--- src/rtl/ddsm_pkg.sv ---
// Shared constants and elaboration helpers for the DDSM accumulator stages.
package ddsm_pkg;
  localparam int SEG_W = 4;

  function automatic int calc_nseg(input int width);
    return width / SEG_W;
  endfunction

  // Width must split into whole lookahead segments and give at least two of them.
  function automatic bit width_legal(input int width);
    return ((width % SEG_W) == 0) && (width >= 2 * SEG_W);
  endfunction
endpackage

--- src/rtl/lca_seg4.sv ---
// 4-bit two-level carry-lookahead adder slice; purely combinational.
module lca_seg4
  import ddsm_pkg::*;
(
  input  logic [SEG_W-1:0] a,
  input  logic [SEG_W-1:0] b,
  input  logic             cin,
  output logic [SEG_W-1:0] sum,
  output logic             cout
);
  logic [3:0] g;
  logic [3:0] p;
  logic [4:0] c;

  assign g = a & b;
  assign p = a ^ b;

  // Every carry is a flat sum of products of g/p/cin, so no carry waits on another.
  assign c[0] = cin;
  assign c[1] = g[0] | (p[0] & cin);
  assign c[2] = g[1] | (p[1] & g[0]) | (p[1] & p[0] & cin);
  assign c[3] = g[2] | (p[2] & g[1]) | (p[2] & p[1] & g[0]) | (p[2] & p[1] & p[0] & cin);
  assign c[4] = g[3] | (p[3] & g[2]) | (p[3] & p[2] & g[1]) | (p[3] & p[2] & p[1] & g[0])
              | (p[3] & p[2] & p[1] & p[0] & cin);

  assign sum  = p ^ c[3:0];
  assign cout = c[4];
endmodule

--- src/rtl/lca_pipe_accumulator.sv ---
// Pipelined carry-lookahead accumulator (one MASH-1 stage): segment carries are
// registered between 4-bit slices, with input skew and output deskew triangles.
module lca_pipe_accumulator
  import ddsm_pkg::*;
#(
  parameter int WIDTH = 24
) (
  input  logic                   i_clk,
  input  logic                   i_rst,
  input  logic                   i_en,
  input  logic                   i_clr,
  input  logic [WIDTH-1:0]       i_x,
  output logic [WIDTH-1:0]       o_sum,
  output logic                   o_carry,
  output logic [WIDTH/SEG_W-1:0] o_carry_seg,
  output logic                   o_valid
);
  localparam int NSEG  = calc_nseg(WIDTH);
  localparam int CNT_W = $clog2(NSEG + 2);
  localparam logic [CNT_W-1:0] FULL = CNT_W'(NSEG + 1);

  if (!width_legal(WIDTH)) begin : g_width_chk
    $fatal(1, "lca_pipe_accumulator: WIDTH must be a multiple of 4 and at least 8");
  end

  logic             flush;
  logic [NSEG-1:0]  cin_v;
  logic [CNT_W-1:0] fill_cnt;

  assign flush    = i_rst | i_clr;
  assign cin_v[0] = 1'b0;

  for (genvar k = 0; k < NSEG; k++) begin : g_seg
    localparam int DSK = NSEG - 1 - k;

    logic [SEG_W-1:0] x_p0 [0:k];
    logic [SEG_W-1:0] acc_p1;
    logic [SEG_W-1:0] add_sum;
    logic             cy_p1;
    logic             add_cout;

    // Stage p0: input skew, segment k of a sample waits k enabled edges.
    always_ff @(posedge i_clk) begin
      if (flush) begin
        for (int j = 0; j <= k; j++) x_p0[j] <= '0;
      end else if (i_en) begin
        x_p0[0] <= i_x[k*SEG_W +: SEG_W];
        for (int j = 1; j <= k; j++) x_p0[j] <= x_p0[j-1];
      end
    end

    lca_seg4 u_seg (
      .a    (acc_p1),
      .b    (x_p0[k]),
      .cin  (cin_v[k]),
      .sum  (add_sum),
      .cout (add_cout)
    );

    // Stage p1: segment accumulator plus registered carry toward segment k+1.
    always_ff @(posedge i_clk) begin
      if (flush) begin
        acc_p1 <= '0;
        cy_p1  <= 1'b0;
      end else if (i_en) begin
        acc_p1 <= add_sum;
        cy_p1  <= add_cout;
      end
    end

    if (k < NSEG - 1) begin : g_cy
      assign cin_v[k+1] = cy_p1;
    end

    if (DSK == 0) begin : g_direct
      assign o_sum[k*SEG_W +: SEG_W] = acc_p1;
      assign o_carry_seg[k]          = cy_p1;
    end else begin : g_deskew
      logic [SEG_W-1:0] sum_p2 [0:DSK-1];
      logic [DSK-1:0]   cy_p2;

      // Stage p2: deskew so every segment of a sample leaves together.
      always_ff @(posedge i_clk) begin
        if (flush) begin
          for (int j = 0; j < DSK; j++) sum_p2[j] <= '0;
          cy_p2 <= '0;
        end else if (i_en) begin
          sum_p2[0] <= acc_p1;
          cy_p2[0]  <= cy_p1;
          for (int j = 1; j < DSK; j++) begin
            sum_p2[j] <= sum_p2[j-1];
            cy_p2[j]  <= cy_p2[j-1];
          end
        end
      end

      assign o_sum[k*SEG_W +: SEG_W] = sum_p2[DSK-1];
      assign o_carry_seg[k]          = cy_p2[DSK-1];
    end
  end

  always_ff @(posedge i_clk) begin
    if (flush) begin
      fill_cnt <= '0;
    end else if (i_en && (fill_cnt != FULL)) begin
      fill_cnt <= fill_cnt + 1'b1;
    end
  end

  assign o_carry = o_carry_seg[NSEG-1];
  assign o_valid = (fill_cnt == FULL);
endmodule
--- config.mk ---
export PLATFORM = sky130hd
export DESIGN_NAME = lca_pipe_accumulator
export DESIGN_NICKNAME = d
export VERILOG_FILES = /design/src/rtl/ddsm_pkg.sv /design/src/rtl/lca_seg4.sv /design/src/rtl/lca_pipe_accumulator.sv
export SDC_FILE = /design/constraint.sdc
export NUM_CORES = 1
export LEC_CHECK = 0
export CORE_MARGIN = 1.5
export CORE_UTILIZATION = 55
export CTS_BUF_LIST = sky130_fd_sc_hd__clkbuf_8
export CTS_CLUSTER_SIZE = 40
export DETAILED_ROUTE_END_ITERATION = 6
export PLACE_DENSITY = 0.86
export SYNTH_ARGS = -nofsm -noshare
export SYNTH_HDL_FRONTEND = slang
export SYNTH_SLANG_ARGS = --single-unit
--- constraint.sdc ---
create_clock -name i_clk -period 4.5 [get_ports i_clk]
set_clock_uncertainty 0.05 [all_clocks]
set_input_delay 0.45 -clock i_clk [delete_from_list [all_inputs] [get_ports i_clk]]
set_output_delay 0.45 -clock i_clk [all_outputs]
set_load 0.05 [all_outputs]
==> out/results.txt <==
Die H = 125 um
Seq cells post-synth = 192
Top_reg_cell synth = edfxtp_1
FP Rows = 44
Port bufs = 59
Post-Syn Area = 0.00818 mm2
Worst setup margin = 2.06 ns
Final core occ = 0.627
Fin nets = 699
Yosys warning total = 0
Final Power = 3.31 mW
Yosys top cell by area = edfxtp_1
Power density cells = 363 mW/mm2
CTS tree = yes
Setup tns final = 0 ns
Storage element area = 0.00529 mm2
Peak Freq = 0.409 GHz
Leakage = 4.12 nW
WL/cell = 16.1 um
Setup-failing EPs final = 0
Die width = 125 um
Vias = 4813
Startpoint Class = flop
DR iter-0 viols = 493
Post-synthesis cell type count = 41
Fin Hold WS = 0.454 ns
Layout cells sized above 1 = 0.0721
Initial core utilization = 0.563
Largest net degree at the start of global routing = 155
Critical path fanouts, max = 2
Top post-synthesis cells by area = edfxtp_1, dfxtp_1, and3_1
Max-slew violations = 0
MaxCap Viol Count = 0
Post-CTS resize count = 0
DR DRC count = 0
Net Count, Synth = 681
Req. time, crit path = 4.00 ns
Max incr delay on CP = 0.80 ns
Post-synth EDFFs = 144
Overall Global Routing Usage = 0.182
Gpl congestion = 0.778
Core Footprint = 0.0145 mm2
Most frequent CP cell = ha_1
Final Routed Wirelength = 13.5 mm
RSZ-0062 raised after global routing = no
Clk_lat worst skew = 0.46 ns
Synth top area share = 0.528
CTS hold repair buffers = 0
First-pass GRT wire length = 22.6 mm
Seq/Total Area, Yosys = 0.646
WP data arrival = 1.94 ns
DP HPWL = 7.92 mm
Fraction of registers with async set/reset = 0
Endpoint class of the critical path = primary output
Critical path cell sequence = ha_1 > ha_1 > clkdlybuf4s50_1
First-pass detailed-route iteration total = 5
Final hold vios = 0
Setup bufs post-CTS = 0
Post-route ant nets = 0
Area of the multi-input gates = 0.00250 mm2
# clock sinks = 192
Mapped Cells = 621
Post-layout min period = 2.44 ns
CP Class = reg -> out
Critical-path top delay cell = clkdlybuf4s50_1
Period utilization = 0.543
Dpl ws = 1.74 ns
Status = complete, no violations
Worst-path clk slew = 0.08 ns
Maximum VDD drop = 0.241 mV
Root Buffer = clkbuf_8
P&R area growth vs syn = 11.5%
Grt ovf = 0
CTS Buffer Depth = 2
Worst-margin pin slew = 1.20 ns
Avg Inst Size Synth = 13.2 um2
Total CTS buffers = 17
Diode count = 0
Die ar. = 0.0156 mm2
DR vias/cell = 5.76
H-tree levels = 4
Hold Path Class = reg -> reg
Fillers = 1112
Max-slew headroom = 0.201
Vias in the first global route = 4700
Initial antenna violation count = 0
IO Pins = 60
[kinds of logic after synthesis]
family	synth area share
compound gates	0.0498
xor+xnor	0.00749
fa+ha+maj	0.0544
buf+inv	0.0509
flops	0.646
mux	0.0362
simple gates	0.155
[sequential cells by signal, summed over array words and instances (netlist names)]
signal / flops
g_seg.acc_p1: 24
g_seg.g_deskew.cy_p2: 15
g_seg.g_deskew.sum_p2: 60
g_seg.cy_p1: 5
o_carry: 1
fill_cnt: 3
g_seg.x_p0: 84
[area by class of cell]
| type | count | share of cell area |
|---|---|---|
| inverter | 23 | 0.00947 |
| tap | 184 | 0.0252 |
| multi-input combinational | 343 | 0.275 |
| sequential | 192 | 0.580 |
| timing repair buffer | 62 | 0.0670 |
| clock inverter | 11 | 0.0125 |
| clock buffer | 21 | 0.0317 |
[critical path: cells and delay by family, from the launching register on]
family | cells | cell delay [ns]
buf+inv | 1 | 0.80
flops | 1 | 0.37
fa+ha+maj | 2 | 0.33
[power by group]
| part | leakage (nW) | total, mW | switching, mW | internal [mW] |
|---|---|---|---|---|
| clock | 0.212 | 1.12 | 0.567 | 0.549 |
| combinational | 1.85 | 0.211 | 0.135 | 0.0759 |
| sequential | 2.06 | 1.98 | 0.0210 | 1.96 |
| total | 4.12 | 3.31 | 0.723 | 2.58 |
[cells in the mapped netlist, types with 5 or more instances]
| cell type | number |
|---|---|
| buf_2 | 12 |
| mux2i_1 | 24 |
| a21o_1 | 6 |
| fa_1 | 6 |
| edfxtp_1 | 144 |
| mux2_2 | 5 |
| ha_1 | 26 |
| and3_1 | 140 |
| buf_4 | 21 |
| xnor2_1 | 7 |
| inv_1 | 22 |
| nor2_1 | 40 |
| nor4b_1 | 5 |
| or4_1 | 5 |
| nand3_1 | 13 |
| a21oi_1 | 7 |
| a211oi_1 | 11 |
| dfxtp_1 | 48 |
| nand2_1 | 5 |
| clkbuf_1 | 30 |
[metrics by stage]
| stage | cell area (um2) | cells |
|---|---|---|
| global route | 9120 | 836 |
| finish | 9120 | 836 |
| detailed placement | 8720 | 804 |
| floorplan | 8190 | 621 |
| CTS | 9120 | 836 |
| global placement | 8720 | 804 |
[layer usage]
| layer | global-route usage | vias to the layer above | share of wire | wire length (um) |
|---|---|---|---|---|
| met1 | 0.229 | 2360 | 0.43 | 5810 |
| li1 | - | 2323 | - | - |
| met5 | 0 | - | 0 | 0 |
| met2 | 0.298 | 109 | 0.51 | 6870 |
| met4 | 0.0949 | 0 | 0.020 | 272 |
| met3 | 0.0381 | 21 | 0.037 | 498 |
[final timing paths]
kind              slack [ns]                       start  cells past startpoint                         end
setup / recovery        2.06                 fill_cnt[0]                      3                     o_valid
hold / removal          0.45  g_seg[2].g_deskew.cy_p2[2]                      2  g_seg[2].g_deskew.cy_p2[2]
hold reg to reg         0.45  g_seg[2].g_deskew.cy_p2[2]                      2  g_seg[2].g_deskew.cy_p2[2]
setup reg to reg        2.82         g_seg[5].x_p0[5][0]                      4                     o_carry
[cells in the final DEF, fill, tap and decap left out, types with 4 or more instances in the layout]
cell,n
clkdlybuf4s50_1,58
xnor2_1,7
clkbuf_8,21
inv_1,25
a211oi_1,11
ha_1,26
buf_4,4
nor2_1,39
nand3_1,13
fa_1,6
a211o_1,4
or4_1,5
nand2_1,4
mux2i_1,24
mux2_2,5
a21oi_1,7
or2_2,4
dfxtp_1,48
nor4b_1,5
and3_1,140
a21o_1,6
edfxtp_1,144
o21ai_0,4
Power figures use the tool's default switching activity.
